===== config.mk =====
export PLATFORM = sky130hd
export DESIGN_NAME = imem_loader_flat
export DESIGN_NICKNAME = d
export VERILOG_FILES = /design/src/rtl/imem_loader_if.sv /design/src/rtl/imem_loader.sv /design/src/flat_wrapper.sv
export SDC_FILE = /design/constraint.sdc
export NUM_CORES = 1
export LEC_CHECK = 0
export ABC_AREA = 1
export CORE_ASPECT_RATIO = 0.5
export CORE_MARGIN = 2
export CORE_UTILIZATION = 39
export CTS_CLUSTER_DIAMETER = 100
export DETAILED_ROUTE_END_ITERATION = 12
export HOLD_SLACK_MARGIN = 0.02
export PLACE_DENSITY = 0.74
export REMOVE_ABC_BUFFERS = 1
export SYNTH_ARGS = -nofsm -noshare
export SYNTH_HDL_FRONTEND = slang
export SYNTH_SLANG_ARGS = --single-unit

===== constraint.sdc =====
create_clock -name clk -period 2.85 [get_ports clk]
set_input_delay 0.855 -clock clk [delete_from_list [all_inputs] [get_ports clk]]
set_output_delay 0.855 -clock clk [all_outputs]
set_load 0.05 [all_outputs]

===== src/rtl/imem_loader_if.sv =====
// Byte-stream handshake and instruction-memory port bundle for imem_loader.
// master = loader side, slave = byte source plus memory.
interface imem_loader_if;
  localparam int unsigned ADDR_W = 10;
  localparam int unsigned DATA_W = 32;
  localparam int unsigned BYTE_W = 8;

  logic              in_valid_b;
  logic [BYTE_W-1:0] in_data;
  logic              in_last;
  logic              in_ready_b;
  logic              imem_ceb;
  logic              imem_web;
  logic [ADDR_W-1:0] imem_addr;
  logic [DATA_W-1:0] imem_wdata;
  logic [DATA_W-1:0] imem_rdata;

  modport master (
    input  in_valid_b, in_data, in_last, imem_rdata,
    output in_ready_b, imem_ceb, imem_web, imem_addr, imem_wdata
  );

  modport slave (
    output in_valid_b, in_data, in_last, imem_rdata,
    input  in_ready_b, imem_ceb, imem_web, imem_addr, imem_wdata
  );
endinterface


===== src/rtl/imem_loader.sv =====
// Packs a byte stream big-endian into the 1024x32 instruction memory from word 0.
// Optional write read-back check: define IMEM_LOADER_READBACK_EN.
module imem_loader (
  input  logic                 clk,
  input  logic                 resetB,
  input  logic                 load_start_b,
  imem_loader_if.master        bus,
  output logic [15:0]          expectedBytes,
  output logic                 load_done,
  output logic                 load_error
);
  localparam int unsigned ADDR_W    = 10;
  localparam int unsigned DATA_W    = 32;
  localparam int unsigned CNT_W     = 16;
  localparam int unsigned IDX_W     = 2;
  localparam int unsigned MAX_BYTES = 4096;

  typedef enum logic [2:0] {
    S_IDLE    = 3'd0,
    S_COLLECT = 3'd1,
    S_WRITE   = 3'd2,
    S_DONE    = 3'd3,
    S_ERR     = 3'd4
`ifdef IMEM_LOADER_READBACK_EN
    ,
    S_VRD     = 3'd5,
    S_VCMP    = 3'd6
`endif
  } state_t;

  state_t              r_state, w_state_nx;
  logic [DATA_W-1:0]   r_pack, w_pack_nx, w_pack_new, w_lane;
  logic [IDX_W-1:0]    r_idx, w_idx_nx;
  logic                r_last, w_last_nx;
  logic                r_ready_b, w_ready_b_nx;
  logic                r_ceb, w_ceb_nx;
  logic                r_web, w_web_nx;
  logic [ADDR_W-1:0]   r_addr, w_addr_nx;
  logic [DATA_W-1:0]   r_wdata, w_wdata_nx;
  logic [CNT_W-1:0]    r_bytes, w_bytes_nx;
  logic                r_done, w_done_nx;
  logic                r_err, w_err_nx;
  logic                w_full, w_word_done, w_start;

`ifndef IMEM_LOADER_READBACK_EN
  logic w_unused_rdata;
  assign w_unused_rdata = ^bus.imem_rdata;
`endif

  assign w_full = (r_bytes == CNT_W'(MAX_BYTES));

  // Byte lane select: index 0 lands in the most significant byte.
  always_comb begin
    w_lane = '0;
    case (r_idx)
      2'd0:    w_lane = {bus.in_data, 24'h0};
      2'd1:    w_lane = {8'h0, bus.in_data, 16'h0};
      2'd2:    w_lane = {16'h0, bus.in_data, 8'h0};
      default: w_lane = {24'h0, bus.in_data};
    endcase
  end

  assign w_pack_new = r_pack | w_lane;

  // Next-state and next-output logic; every output is registered below.
  always_comb begin
    w_state_nx   = r_state;
    w_pack_nx    = r_pack;
    w_idx_nx     = r_idx;
    w_last_nx    = r_last;
    w_ready_b_nx = r_ready_b;
    w_ceb_nx     = 1'b1;
    w_web_nx     = 1'b1;
    w_addr_nx    = r_addr;
    w_wdata_nx   = r_wdata;
    w_bytes_nx   = r_bytes;
    w_done_nx    = r_done;
    w_err_nx     = r_err;
    w_word_done  = 1'b0;
    w_start      = 1'b0;

    case (r_state)
      S_IDLE, S_DONE, S_ERR: w_start = !load_start_b;
      S_COLLECT: begin
        if (!bus.in_valid_b) begin
          if (w_full) begin
            w_state_nx   = S_ERR;
            w_err_nx     = 1'b1;
            w_ready_b_nx = 1'b1;
          end else if (!r_ready_b) begin
            w_bytes_nx = r_bytes + CNT_W'(1);
            w_pack_nx  = w_pack_new;
            if (r_idx == IDX_W'(3) || bus.in_last) begin
              w_state_nx   = S_WRITE;
              w_ceb_nx     = 1'b0;
              w_web_nx     = 1'b0;
              w_wdata_nx   = w_pack_new;
              w_ready_b_nx = 1'b1;
              w_last_nx    = bus.in_last;
            end else begin
              w_idx_nx = r_idx + IDX_W'(1);
            end
          end
        end
      end
`ifdef IMEM_LOADER_READBACK_EN
      S_WRITE: begin
        w_state_nx = S_VRD;
        w_ceb_nx   = 1'b0;
      end
      S_VRD:   w_state_nx = S_VCMP;
      S_VCMP: begin
        if (bus.imem_rdata != r_wdata) begin
          w_state_nx = S_ERR;
          w_err_nx   = 1'b1;
        end else begin
          w_word_done = 1'b1;
        end
      end
`else
      S_WRITE: w_word_done = 1'b1;
`endif
      default: w_state_nx = S_IDLE;
    endcase

    // Word committed: advance address and start a fresh pack.
    if (w_word_done) begin
      w_addr_nx = r_addr + ADDR_W'(1);
      w_pack_nx = '0;
      w_idx_nx  = '0;
      if (r_last) begin
        w_state_nx   = S_DONE;
        w_done_nx    = 1'b1;
        w_ready_b_nx = 1'b1;
      end else begin
        w_state_nx   = S_COLLECT;
        w_ready_b_nx = w_full;
      end
    end

    if (w_start) begin
      w_state_nx   = S_COLLECT;
      w_pack_nx    = '0;
      w_idx_nx     = '0;
      w_last_nx    = 1'b0;
      w_addr_nx    = '0;
      w_bytes_nx   = '0;
      w_done_nx    = 1'b0;
      w_err_nx     = 1'b0;
      w_ready_b_nx = 1'b0;
    end
  end

  always_ff @(posedge clk or negedge resetB) begin
    if (!resetB) begin
      r_state   <= S_IDLE;
      r_pack    <= '0;
      r_idx     <= '0;
      r_last    <= 1'b0;
      r_ready_b <= 1'b1;
      r_ceb     <= 1'b1;
      r_web     <= 1'b1;
      r_addr    <= '0;
      r_wdata   <= '0;
      r_bytes   <= '0;
      r_done    <= 1'b0;
      r_err     <= 1'b0;
    end else begin
      r_state   <= w_state_nx;
      r_pack    <= w_pack_nx;
      r_idx     <= w_idx_nx;
      r_last    <= w_last_nx;
      r_ready_b <= w_ready_b_nx;
      r_ceb     <= w_ceb_nx;
      r_web     <= w_web_nx;
      r_addr    <= w_addr_nx;
      r_wdata   <= w_wdata_nx;
      r_bytes   <= w_bytes_nx;
      r_done    <= w_done_nx;
      r_err     <= w_err_nx;
    end
  end

  assign bus.in_ready_b = r_ready_b;
  assign bus.imem_ceb   = r_ceb;
  assign bus.imem_web   = r_web;
  assign bus.imem_addr  = r_addr;
  assign bus.imem_wdata = r_wdata;
  assign expectedBytes  = r_bytes;
  assign load_done      = r_done;
  assign load_error     = r_err;
endmodule


===== src/flat_wrapper.sv =====
// flat-port wrapper written by rule: the top's interface ports become plain ports
module imem_loader_flat 
  (clk, resetB, load_start_b, expectedBytes, load_done, load_error, bus_in_valid_b, bus_in_data, bus_in_last, bus_imem_rdata, bus_in_ready_b, bus_imem_ceb, bus_imem_web, bus_imem_addr, bus_imem_wdata);
  imem_loader_if bus_i ();
  input  logic clk;
  input  logic resetB;
  input  logic load_start_b;
  output logic [15:0] expectedBytes;
  output logic load_done;
  output logic load_error;
  input wire logic [$bits(bus_i.in_valid_b)-1:0] bus_in_valid_b;
  input wire logic [$bits(bus_i.in_data)-1:0] bus_in_data;
  input wire logic [$bits(bus_i.in_last)-1:0] bus_in_last;
  input wire logic [$bits(bus_i.imem_rdata)-1:0] bus_imem_rdata;
  output wire logic [$bits(bus_i.in_ready_b)-1:0] bus_in_ready_b;
  output wire logic [$bits(bus_i.imem_ceb)-1:0] bus_imem_ceb;
  output wire logic [$bits(bus_i.imem_web)-1:0] bus_imem_web;
  output wire logic [$bits(bus_i.imem_addr)-1:0] bus_imem_addr;
  output wire logic [$bits(bus_i.imem_wdata)-1:0] bus_imem_wdata;
  assign bus_i.in_valid_b = bus_in_valid_b;
  assign bus_i.in_data = bus_in_data;
  assign bus_i.in_last = bus_in_last;
  assign bus_i.imem_rdata = bus_imem_rdata;
  assign bus_in_ready_b = bus_i.in_ready_b;
  assign bus_imem_ceb = bus_i.imem_ceb;
  assign bus_imem_web = bus_i.imem_web;
  assign bus_imem_addr = bus_i.imem_addr;
  assign bus_imem_wdata = bus_i.imem_wdata;
  imem_loader u_core (.clk(clk), .resetB(resetB), .load_start_b(load_start_b), .bus(bus_i), .expectedBytes(expectedBytes), .load_done(load_done), .load_error(load_error));
endmodule

## Word level (Yosys, flattened, before mapping)

Index checks and enable logic that the tools add are counted.

| operators by class | value |
|---|---|
| add/subtract/negate cells | 3 |
| equality and inequality tests | 19 |
| multiplexer cells | 57 |
| bitwise operators | 4 |
| reductions and logical operators | 21 |

Operators with widths:

| operator | count |
|---|---|
| 2-to-1 mux 32 bit | 6 |
| one-hot mux 32 bit (3 select lines) | 1 |
| 2-to-1 mux 16 bit | 5 |
| bitwise OR 32 bit | 1 |
| 2-to-1 mux 1 bit | 28 |
| 2-to-1 mux 10 bit | 2 |
| 2-to-1 mux 3 bit | 6 |
| adder 16 x 1 -> 16 bit (second input constant) | 1 |
| == test 16 x 13 -> 1 bit (second input constant) | 1 |
| 2-to-1 mux 2 bit | 8 |
| AND reduction 5 bit | 3 |
| AND reduction 4 bit | 3 |
| adder 10 x 1 -> 10 bit (second input constant) | 1 |
| nonzero test 2 bit | 5 |
| != test 3 x 1 -> 1 bit (second input constant) | 3 |
| == test 3 x 2 -> 1 bit (second input constant) | 2 |
| != test 3 bit (second input constant) | 2 |
| one-hot mux 3 bit (2 select lines) | 1 |
| != test 5 x 1 -> 1 bit (second input constant) | 1 |
| != test 5 bit (second input constant) | 1 |
| == test 2 bit (second input constant) | 2 |
| != test 2 bit (second input constant) | 2 |
| != test 4 x 2 -> 1 bit (second input constant) | 1 |
| AND reduction 2 bit | 2 |
| other kinds (14) | 16 |

| word-level totals | value |
|---|---|
| register bits after elaboration | 100 |
| bits of input ports | 45 |
| output and inout bits | 63 |
| word-level logic and storage cells | 115 |

## Longest topological paths before layout

Gate-level depths: netlist (run 1).

| logic depth | value |
|---|---|
| word-level depth | 9 |
| gate-level depth with buffers | 11 |
| mapped depth without buffers | 10 |

## Least setup slack after synthesis (run 1)

OpenSTA, ideal clock, no wires.

| timing path | value |
|---|---|
| kind | register to register |
| start | register u_core.r_bytes[0] (netlist: u_core.expectedBytes[0]) |
| end | register u_core.r_wdata[0] (netlist: u_core.bus.imem_wdata[0]) |
| setup time | 118 ps |
| data arrival time | 1,792 ps |
| data required time | 2,732 ps |
| slack | 940 ps |
| stages on the path, launching flop included | 11 |
| buffers on the path | 2 |
| period minus slack after synthesis | 1,910 ps |
| cell sequence | dfrtp_1 inv_1 ha_1 nand3_1 nor2_1 nand2_2 nand3_2 buf_4 buf_4 nand2_1 nand2_1 |

| between the ends | value |
|---|---|
| longest elaborated chain between the ends | 3 |

Ends and longest elaborated chain:

| what | RTL line | text |
|---|---|---|
| start, declared | imem_loader.sv:40 | `logic [CNT_W-1:0] r_bytes, w_bytes_nx;` |
| start signal, assigned | imem_loader.sv:178 | `r_bytes <= w_bytes_nx;` |
| == test 16 x 13 -> 1 bit | imem_loader.sv:50 | `assign w_full = (r_bytes == CNT_W'(MAX_BYTES));` |
| inverter 1 bit (no line) | - |  |
| AND reduction 5 bit (no line) | - |  |
| end signal, assigned | imem_loader.sv:177 | `r_wdata <= w_wdata_nx;` |
| end, declared | imem_loader.sv:39 | `logic [DATA_W-1:0] r_wdata, w_wdata_nx;` |

No other way between the ends.
A chain may end at the register's enable or synchronous reset.

## Worst setup path in the final report (run 1)

| timing path | value |
|---|---|
| start | register u_core.r_ready_b (netlist: u_core.bus.in_ready_b) |
| end | output port bus_in_ready_b |

RTL lines:

| what | RTL line | text |
|---|---|---|
| start, declared | imem_loader.sv:35 | `logic r_ready_b, w_ready_b_nx;` |
| start signal, assigned | imem_loader.sv:173 | `r_ready_b <= w_ready_b_nx;` |
| end, declared | flat_wrapper.sv:15 | `output wire logic [$bits(bus_i.in_ready_b)-1:0] bus_in_ready_b;` |

No word-level cell between the ends.

==> results of run 1 <==
layer usage:
metal,routed length [µm],vias up,global-route usage [%]
li1,-,2167,-
met4,98,0,3.86
met1,5400,2051,24.1
met5,0,-,0
met2,5720,116,30.3
met3,661,11,4.67
worst register-to-register path, cell delays in order (launching register included):
cell	delay [ns]
dfrtp_1	0.44
ha_1	0.64
inv_1	0.30
o21ai_0	0.29
nand2_1	0.09
a21oi_1	0.13
path summary, 6_finish.rpt:
check / from / to / slack [ns] / cells after the start
hold / removal: resetB / u_core.expectedBytes[0] / 0.47 / 1
setup / recovery: u_core.bus.in_ready_b / bus_in_ready_b / 0.22 / 1
hold reg to reg: u_core.bus.imem_wdata[16] / u_core.bus.imem_wdata[16] / 0.49 / 2
min in group clk: u_core.bus.imem_wdata[16] / u_core.bus.imem_wdata[16] / 0.49 / 2
setup reg to reg: u_core.r_idx[0] / u_core.r_pack[2] / 0.89 / 5
max in group asynchronous: resetB / u_core.bus.imem_ceb / 1.70 / 2
sequential cells by signal (all words and copies together), names as in the netlist, 2 cells and up:
register	cells
u_core.r_state	3
u_core.r_idx	2
u_core.bus.imem_addr	10
u_core.bus.imem_wdata	32
u_core.expectedBytes	16
u_core.r_pack	32
Yosys cell counts:
cell type	instances	area share (%)
nand3_1	24	2.4
o21a_1	1	0.15
nand2_4	1	0.23
nand2_2	2	0.25
a21oi_1	36	3.6
dfrtp_1	98	49
inv_1	71	5.4
nor3_1	15	1.5
nor3_4	2	0.66
buf_4	7	1.1
xnor2_1	1	0.18
nor2_4	1	0.23
o21bai_1	3	0.45
nand3_2	3	0.61
nor2_1	64	4.8
dfstp_2	2	1.1
nor4_1	1	0.13
clkbuf_1	3	0.23
nand4_1	13	1.6
buf_2	9	0.91
o21ai_0	43	4.3
nand2_1	205	16
o31ai_1	4	0.61
nor2_2	2	0.25
xor2_1	5	0.88
a31o_2	1	0.18
a22o_1	1	0.18
o211ai_1	1	0.15
inv_2	4	0.30
ha_1	8	2.0
or2_2	1	0.13
clkinv_1	1	0.076
o21ai_1	2	0.20
inv_4	1	0.13
cells by family after synthesis:
logic type	synth area share (%)
simple gates	28.4
flops	50.5
buf+inv	8.08
compound gates	9.89
fa+ha+maj	2.02
xor+xnor	1.06
metrics by stage:
stage	cells	hold slack, ns
final	887	0.468
after global routing	887	0.499
after CTS	887	0.487
after detailed placement	871	0.469
after global placement	871	0.464
after floorplan	617	0.464
layout by cell type, fill, tap and decap left out, types with 9 or more instances in the layout:
cell type and count:
o21ai_0 43, inv_1 71, nand3_1 24, a21oi_1 36, nand2_1 205, nand4_1 13
nor3_1 15, dfrtp_1 98, clkbuf_16 9, nor2_1 64, clkdlybuf4s50_1 74
where the power goes:
group	leakage [nW]	internal [mW]	switching [mW]
Combinational	1.37	0.761	1.77
Sequential	1.37	1.71	0.202
Clock	0.155	0.742	0.569
Total	2.89	3.22	2.55
final cells by class:
class / instances / area share (%)
clock inverter: 5 / 1.07
multi-input combinational: 440 / 33.0
timing repair buffer: 84 / 13.5
tap: 170 / 3.42
inverter: 77 / 4.69
sequential: 100 / 40.3
clock buffer: 11 / 4.06
==> summary.md, run 1 <==
| Metric | Value |
|---|---|
| Ant diodes | 0 |
| Fillers | roughly 1200 |
| CTS root buf | clkbuf_16 |
| Die area | 13700 µm² |
| Syn Inst Count | 636 |
| Netlist Area Pre-Place | a little under 5000 µm² |
| GPL Wtd Cong | slightly below 0.9 |
| All-Layer GR Usage | approximately 18% |
| Critical-path top delay cell | clkdlybuf4s50_1 |
| Slew @ Worst Pin | about 0.69 ns |
| Mean Syn Cell Area | between 7 and 8 µm² |
| Hold violation count in the final report | 0 |
| 1st-iter DRT viols | around 340 |
| Worst rel slew slack | roughly 54% |
| Max-Cap Viols | 0 |
| Hold Path Class | in -> async |
| Post CTS Setup Buffer Count | 0 |
| Initial Utilization | about two fifths |
| First-pass GRT wire length | approximately 20 mm |
| Core area | 12500 µm² |
| Die Wd | around 160 µm |
| IR drop worst, VDD | 0.000379 V |
| Initial antenna violation count | 0 |
| Slowest stage delay, CP | 0.83 ns |
| Kind of critical path | reg -> out |
| Setup TNS | 0 ns |
| Clock skew | around 0.0095 ns |
| CP required | roughly 2 ns |
| Worst path arrival time | 1.78 ns |
| Pre-antenna DRT Iters | 5 |
| Routed Antenna Nets | 0 |
| Vias in the first global route | around 4200 |
| Final-report max-slew violation count | 0 |
| FF/Latch Area | 2500 µm² |
| RSZ-0062 raised after global routing | false |
| F_max | 380 MHz |
| Final setup viols | 0 |
| Setup crit start kind | flop |
| WL final | about 12 mm |
| Final Core Density | roughly half |
| #FFs+latches synth | 100 |
| # IOs | 108 |
| Sink Count | 100 |
| Post-route cell area | slightly above 6000 µm² |
| IO buf count | between 70 and 80 |
| FP Rows | 29 |
| CP max FO | 6 |
| Routed length per placed instance | 13.4 µm |
| Yosys cell types | 34 |
| DIE HEIGHT | approximately 84 µm |
| CP endpoint kind | output port |
| P&R area growth vs syn | 25.5% |
| Maximum clock insertion buffer count | 2 |
| Largest net degree at the start of global routing | a little under 50 |
| PD cells | between 900 and 1000 nW/µm² |
| CTS tree | yes |
| Crit share post-route | 92.4% |
| Crit-path leading delay family | buffers and inverters |
| Post-CTS Hold Fix Bufs | 0 |
| Gr ovfl total | 0 |
| LEAKAGE | between 2 and 3 nW |
| Routed vias | about 4300 |
| Detailed Place HPWL | 8.30 mm |
| Vias per inst | around 5 |
| Clk_lat worst skew | between 0.3 and 0.4 ns |
| CTS HTree Levels | 3 |
| Fin nets | around 770 |
| Pre-CTS WS | between 0.3 and 0.4 ns |
| Outcome | complete, no violations |
| Setup ws final | 0.217 ns |
| Residual DRC | 0 |
| Register area share after synthesis | between 50% and 60% |
| CTS resizes | 0 |
| Pwr Total | 5.76 mW |
| Multi-input logic area | 2050 µm² |
| Worst path bufs/invs | 1 |
| Share of cells above drive strength 1 | under 10% |
| Synth warnings | 0 |
| Period minus WS final | 2.63 ns |
| Critical path, cell by cell | clkdlybuf4s50_1 |
| CTS clock-pin slew for the worst setup and hold paths | around 0.070 ns |
| TritonCTS Buffers | 9 |
| Dpl cell area | 5900 µm² |
Power figures use the tool's default switching activity.
==> run 2, diff against run 1 <==
Settings changed: CORE_UTILIZATION 39 to 55, PLACE_DENSITY 0.74 to 0.95.
==> run 2 against run 1 <==
Effect of this change: global-route usage increased by 7.1 points; highest routed layer unchanged; sequential power about the same; clock skew about the same; first-iteration DRC count is 11% higher; critical endpoint unchanged; non-clock buffer count shrank 1; clock power increased by 8%; largest power group unchanged; combinational power barely moved; count of clock-buffer cells in the layout fell by 1; cell area fell by 0.93%; power up 1.5%; maximum frequency decreased by 0.39%.
==> summary.md, run 2 (synthesized netlist as in run 1, its figures left out) <==
| Metric | Value |
|---|---|
| Period minus WS final | 2.64 ns (+0.0104 ns) |
| Critical path, cell by cell | clkdlybuf4s50_1 |
| CP endpoint kind | output port |
| LEAKAGE | 2.89 nW (+0.17%) |
| CTS root buf | clkbuf_16 |
| Worst rel slew slack | 57.1% (+3.0 points) |
| Vias in the first global route | 4363 (+3.1%) |
| Largest net degree at the start of global routing | 52 (+6.1%) |
| Wl on met1 | 4.98 mm (-7.8%) |
| PD cells | 949 nW/µm² (+2.5%) |
| Setup ws final | 0.207 ns (-0.0104 ns) |
| IR drop worst, VDD | 0.000622 V (+64%) |
| 1st-iter DRT viols | 382 (+11%) |
| Die Wd | 138 µm (-15%) |
| Crit-path leading delay family | buffers and inverters |
| Setup TNS | 0 ns (unchanged) |
| Reg2reg setup slack | 0.89 ns (about the same) |
| Final-report max-slew violation count | 0 (unchanged) |
| TritonCTS Buffers | 9 (unchanged) |
| Routed length on met3 | 730 µm (+10%) |
| F_max | 378 MHz (-0.39%) |
| Most frequent cells in the layout | 205 x nand2_1, 98 x dfrtp_1, 74 x clkdlybuf4s50_1 |
| Share of cells above drive strength 1 | 6.15% (-0.27 points) |
| Outcome | complete, no violations |
| Slowest stage delay, CP | 0.82 ns (about the same) |
| FF/Latch Area | 2500 µm² (unchanged) |
| Multi-input logic area | 2050 µm² (unchanged) |
| Fin nets | 764 (-0.13%) |
| RSZ-0062 raised after global routing | false |
| Reg2reg end | u_core.r_pack[3] |
| Sink Count | 100 (unchanged) |
| Routed vias | 4475 (+3.0%) |
| Crit share post-route | 92.7% (+0.36 points) |
| Post CTS Setup Buffer Count | 0 (unchanged) |
| Routed length per placed instance | 14.3 µm (+6.6%) |
| Worst R2R Start | u_core.r_idx[0] |
| Critical-path top delay cell | clkdlybuf4s50_1 |
| CTS clock-pin slew for the worst setup and hold paths | 0.07 ns (about the same) |
| Pre-CTS WS | 0.417 ns (+0.0352 ns) |
| Setup crit start kind | flop |
| P&R area growth vs syn | 24.3% |
| Max-Cap Viols | 0 (unchanged) |
| Clock skew | 0.00953 ns (-0.00000180 ns) |
| Fillers | 649 (-45%) |
| Vias per inst | 5.37 (+9.7%) |
| Post-CTS Hold Fix Bufs | 0 (unchanged) |
| Worst path bufs/invs | 1 (unchanged) |
| Maximum clock insertion buffer count | 2 (unchanged) |
| Pre-antenna DRT Iters | 5 (unchanged) |
| Hold Path Class | in -> async |
| GPL Wtd Cong | 0.879 (-1.4%) |
| CTS resizes | 0 (unchanged) |
| Worst path arrival time | 1.79 ns (about the same) |
| Kind of critical path | reg -> out |
| Commonest non-fill, non-tap cell in the layout | nand2_1 |
| Detailed Place HPWL | 8.16 mm (-1.7%) |
| Residual DRC | 0 (unchanged) |
| Top routing layer in use | met4 |
| CP max FO | 6 (unchanged) |
| # IOs | 108 (unchanged) |
| Final setup viols | 0 (unchanged) |
| All-Layer GR Usage | 25.3% (+7.1 points) |
| Routed Antenna Nets | 0 (unchanged) |
| Gr ovfl total | 0 (unchanged) |
| Clk_lat worst skew | 0.35 ns (about the same) |
| Core area | 8740 µm² (-30%) |
| Initial antenna violation count | 0 (unchanged) |
| Die area | 9830 µm² (-28%) |
| Initial Utilization | 56.7% (+17 points) |
| CP required | 2.00 ns (about the same) |
| FP Rows | 24 (-17%) |
| CTS tree | yes |
| IO buf count | 75 (unchanged) |
| CTS HTree Levels | 3 (unchanged) |
| First-pass GRT wire length | 20.0 mm (+0.76%) |
| Ant diodes | 0 (unchanged) |
| Hold violation count in the final report | 0 (unchanged) |
| Met2 wire len | 6.05 mm (+5.8%) |
| Reg2reg path depth | 5 (unchanged) |
| Slew @ Worst Pin | 0.643 ns (-0.0447 ns) |
| WL final | 11.9 mm (+0.15%) |
| DIE HEIGHT | 71.1 µm (-15%) |
run 2: cell types whose count changed in the layout (fill, tap and decap cells not counted):
| cell | change |
|---|---|
| inv_6 | -1 |
| bufinv_16 | +2 |
| clkbuf_8 | -2 |
| clkinv_4 | +1 |
| clkbuf_1 | +1 |
| clkinvlp_4 | -1 |
| buf_12 | -1 |
run 2: through the flow:
step                      hold WS, ns  std cells  power (mW)  area, µm²  utilization, %
after floorplan                 0.464        617        3.59       4850               -
after global placement          0.466        817        4.36       5820            66.6
after detailed placement        0.466        817        4.43       5820            66.6
after CTS                       0.370        833        5.87       6160            70.5
after global routing            0.373        833        6.16       6160            70.5
final                           0.366        833        5.85       6160            70.5
run 2: power by group:
group	internal, mW	leakage (nW)	switching, mW	total (mW)
logic	0.740	1.36	1.78	2.52
registers	1.72	1.37	0.197	1.91
clock network	0.869	0.169	0.549	1.42
total	3.32	2.89	2.52	5.85
run 2: area by class of cell:
type                            instances  area share (%)
Clock inverter                          6            1.93
Inverter                               77            4.73
Clock buffer                           10            3.71
Multi-Input combinational cell        440            33.3
Timing Repair Buffer                   83            13.3
Tap cell                              117            2.38
Sequential cell                       100            40.6
run 2: worst max path at each step:
stage	depth (start not counted)	slack (ns)	to	startpoint
CTS	1	0.20	bus_in_ready_b	u_core.bus.in_ready_b
global route	1	0.17	bus_in_ready_b	u_core.bus.in_ready_b
detailed placement	6	0.42	u_core.r_pack[13]	load_start_b
finish	1	0.21	bus_in_ready_b	u_core.bus.in_ready_b
global placement	6	0.42	u_core.r_pack[19]	load_start_b
floorplan	9	0.52	u_core.bus.imem_wdata[0]	u_core.expectedBytes[0]
run 2: per-layer routing:
| layer | vias up | track usage [%] |
|---|---|---|
| met5 | - | 0 |
| met4 | 0 | 9.18 |
| met3 | 14 | 5.48 |
| met2 | 154 | 45.5 |
| met1 | 2144 | 30.6 |
| li1 | 2163 | - |
==> run 3, diff against run 2 <==
Settings changed: ABC_AREA 1 to default, CORE_UTILIZATION 55 to 60, DONT_BUFFER_PORTS from default to 1, PLACE_DENSITY 0.95 to 0.86.
==> run 3 against run 2 <==
Effect of this change: flip-flop and latch count unchanged; sequential share of layout area increased by 7.3 points; synthesized cell count decreased by 27%; cell area decreased by 15%; critical path type is now reg -> reg; critical endpoint is now u_core.r_pack[28]; largest cell class unchanged; highest routed layer unchanged.
==> summary.md, run 3 <==
| Metric | Value |
|---|---|
| IR drop worst, VDD | 0.000448 V (-28%) |
| Share of cells above drive strength 1 | 11.4% (+5.3 points) |
| CP max FO | 13 (+7) |
| # IOs | 108 (unchanged) |
| Kind of critical path | reg -> reg |
| Vias in the first global route | 3414 (-22%) |
| Pre-antenna DRT Iters | 5 (unchanged) |
| P&R area growth vs syn | 10.8% |
| Sink Count | 100 (unchanged) |
| Routed length per placed instance | 17.4 µm (+22%) |
| RSZ-0062 raised after global routing | false |
| LEAKAGE | 2.56 nW (-11%) |
| CP endpoint | u_core.r_pack[28] |
| Reg2reg path depth | 6 (+1) |
| CTS HTree Levels | 3 (unchanged) |
| Yosys top cell area share | 51.9% (+2.5 points) |
| Initial antenna violation count | 0 (unchanged) |
| P_sw | 2.53 mW (about the same) |
| Count leader, synth | dfrtp_1 |
| Final Core Density | 69.9% (-0.68 points) |
| Setup crit start kind | flop |
| Worst path arrival time | 2.59 ns (+0.80 ns) |
| Synth area leaders | dfrtp_1 52%, mux2i_1 7.4%, a21oi_1 5.3% |
| First-pass GRT wire length | 17.1 mm (-15%) |
| FP Rows | 22 (-8.3%) |
| CP required | 3.09 ns (+1.09 ns) |
| CP endpoint kind | flop |
| Hold violation count in the final report | 0 (unchanged) |
| Period minus WS final | 2.35 ns (-0.288 ns) |
| CTS resizes | 0 (unchanged) |
| Mean Syn Cell Area | 10.2 µm² (+31%) |
| Crit share post-route | 82.6% (-10 points) |
| Power share of the combinational group | 25.9% (-17 points) |
| Post-CTS Hold Fix Bufs | 0 (unchanged) |
| Slew @ Worst Pin | 0.613 ns (-0.0295 ns) |
| Syn Inst Count | 463 (-27%) |
| Core area | 7490 µm² (-14%) |
| CTS clock-pin slew for the worst setup and hold paths | 0.07 ns (about the same) |
| Largest net degree at the start of global routing | 101 (+94%) |
| Outcome | complete, no violations |
| Reg2reg setup slack | 0.50 ns (-0.39 ns) |
| CTS tree | yes |
| Max-Cap Viols | 0 (unchanged) |
| Final setup viols | 0 (unchanged) |
| IO buf count | 0 (-100%) |
| Fin nets | 530 (-31%) |
| Commonest non-fill, non-tap cell in the layout | dfrtp_1 |
| CTS root buf | clkbuf_16 |
| Net Sw Frac | 45.6% (+2.4 points) |
| Initial Utilization | 63.1% (+6.3 points) |
| WL final | 10.3 mm (-14%) |
| Most frequent cells in the layout | 98 x dfrtp_1, 50 x a21oi_1, 48 x nand2_1 |
| 1st-iter DRT viols | 245 (-36%) |
| Vias per inst | 5.98 (+11%) |
| Clock skew | 0.00999 ns (+0.000465 ns) |
| Post-synth top cells | 98 x dfrtp_1, 50 x a21oi_1, 48 x nand2_1, 43 x inv_1, 35 x mux2i_1 |
| Ys flop type | dfrtp_1 |
| Synth warnings | 0 (unchanged) |
| TritonCTS Buffers | 9 (unchanged) |
| Pwr Total | 5.54 mW (-5.2%) |
| Hold Path Class | in -> async |
| Netlist Area Pre-Place | 4720 µm² (-4.8%) |
| Worst R2R Start | u_core.expectedBytes[0] |
| Gr ovfl total | 0 (unchanged) |
| Ant diodes | 0 (unchanged) |
| EDFF count, synth | 0 (unchanged) |
| Die Wd | 129 µm (-6.4%) |
| Clock share of power | 20.7% (-3.6 points) |
| Maximum clock insertion buffer count | 2 (unchanged) |
| GPL Wtd Cong | 0.827 (-5.9%) |
| Residual DRC | 0 (unchanged) |
| DIE HEIGHT | 66.7 µm (-6.2%) |
| Post CTS Setup Buffer Count | 0 (unchanged) |
| Reg2reg end | u_core.r_pack[28] |
| Yosys cell types | 51 (+50%) |
| Final std cells w/o fill | 590 (-29%) |
| All-Layer GR Usage | 26.2% (+0.96 points) |
| Dpl cells | 574 (-30%) |
| Clk_lat worst skew | 0.35 ns (about the same) |
| Routed Antenna Nets | 0 (unchanged) |
| #FFs+latches synth | 100 (unchanged) |
| Worst rel slew slack | 59.1% (+2.0 points) |
| PD cells | 1060 nW/µm² (+12%) |
| Register area share after synthesis | 53.1% (+2.5 points) |
| Die area | 8640 µm² (-12%) |
| Detailed Place HPWL | 6.81 mm (-17%) |
| F_max | 425 MHz (+12%) |
| Routed vias | 3531 (-21%) |
| Synth async-reset ratio | 100% (unchanged) |
| Pint | 3.02 mW (-9.3%) |
| Yosys top cell by area | dfrtp_1 |
| Part of the power in registers | 53.3% (+21 points) |
| CP startpoint | u_core.expectedBytes[0] |
| Final-report max-slew violation count | 0 (unchanged) |
==> run 3: changes by cell type in the layout (fill, tap and decap cells not counted), moves of 7 or more <==
cell,change
nor2_1,-49
nand2_1,-157
a22o_1,+7
nand4_1,-7
buf_4,+20
nor3_1,-14
inv_1,-28
clkdlybuf4s50_1,-74
or4_1,+12
nand3_1,-10
a21oi_1,+14
mux2i_1,+35
o21ai_0,-14
==> run 3: layer usage <==
layer / up-vias / global-route usage (%) / part of all wire [%]
li1: 1659 / - / -
met1: 1746 / 36.1 / 45
met2: 114 / 40.9 / 47
met3: 12 / 7.63 / 7.0
met4: 0 / 7.66 / 1.0
met5: - / 0 / 0
==> run 3: worst max-delay path: stages (launching register included) <==
cell and delay [ns]:
dfrtp_1 0.38, inv_1 0.08, ha_1 0.17, or3b_2 0.50
or4_4 0.54, and3_1 0.35, a22o_1 0.23
==> run 3: cells by family after synthesis <==
group / Yosys count / share of synthesized area [%]
XOR/XNOR: 6 / 1.11
AO/OA/AOI/OAI: 115 / 14.8
adder cells (fa/ha/maj): 8 / 2.12
multiplexers: 35 / 7.42
AND/OR/NAND/NOR: 130 / 14.8
buffers and inverters: 69 / 6.65
flip-flops: 100 / 53.1
==> run 3: power groups by stage <==
stage               sequential [mW]  combinational, mW  clock, mW
floorplan                      2.98              0.928          0
global placement               2.97               1.37          0
finish                         2.96               1.44       1.15
CTS                            2.96               1.44       1.17
global route                   3.02               1.61       1.23
detailed placement             2.99               1.42          0
==> run 3: how the worst min path moves through the flow <==
stage	start	to	slack (ns)	depth (start not counted)
after floorplan	u_core.r_pack[0]	u_core.r_pack[0]	0.45	2
after global placement	u_core.r_pack[12]	u_core.r_pack[12]	0.46	2
after detailed placement	u_core.r_pack[18]	u_core.r_pack[18]	0.47	2
after CTS	resetB	u_core.bus.imem_addr[4]	0.19	0
after global routing	resetB	u_core.bus.imem_addr[4]	0.18	0
final	resetB	u_core.bus.imem_addr[4]	0.20	0
==> run 3: final cells by class <==
class                           count  area, µm²
Clock buffer                       12        246
Clock inverter                      4       31.3
Fill cell                         574       2260
Inverter                           43        161
Multi-Input combinational cell    294       1920
Sequential cell                   100       2500
Tap cell                          108        135
Timing Repair Buffer               29        230
==> run 3: through the flow <==
stage / setup WS, ns / hold WS (ns) / setup TNS, ns / area, µm²
floorplan: -0.806 / 0.451 / -33.69 / 4570
global placement: 0.462 / 0.462 / 0 / 4950
detailed placement: 0.419 / 0.471 / 0 / 4950
CTS: 0.490 / 0.186 / 0 / 5230
global route: 0.387 / 0.182 / 0 / 5230
finish: 0.495 / 0.198 / 0 / 5230
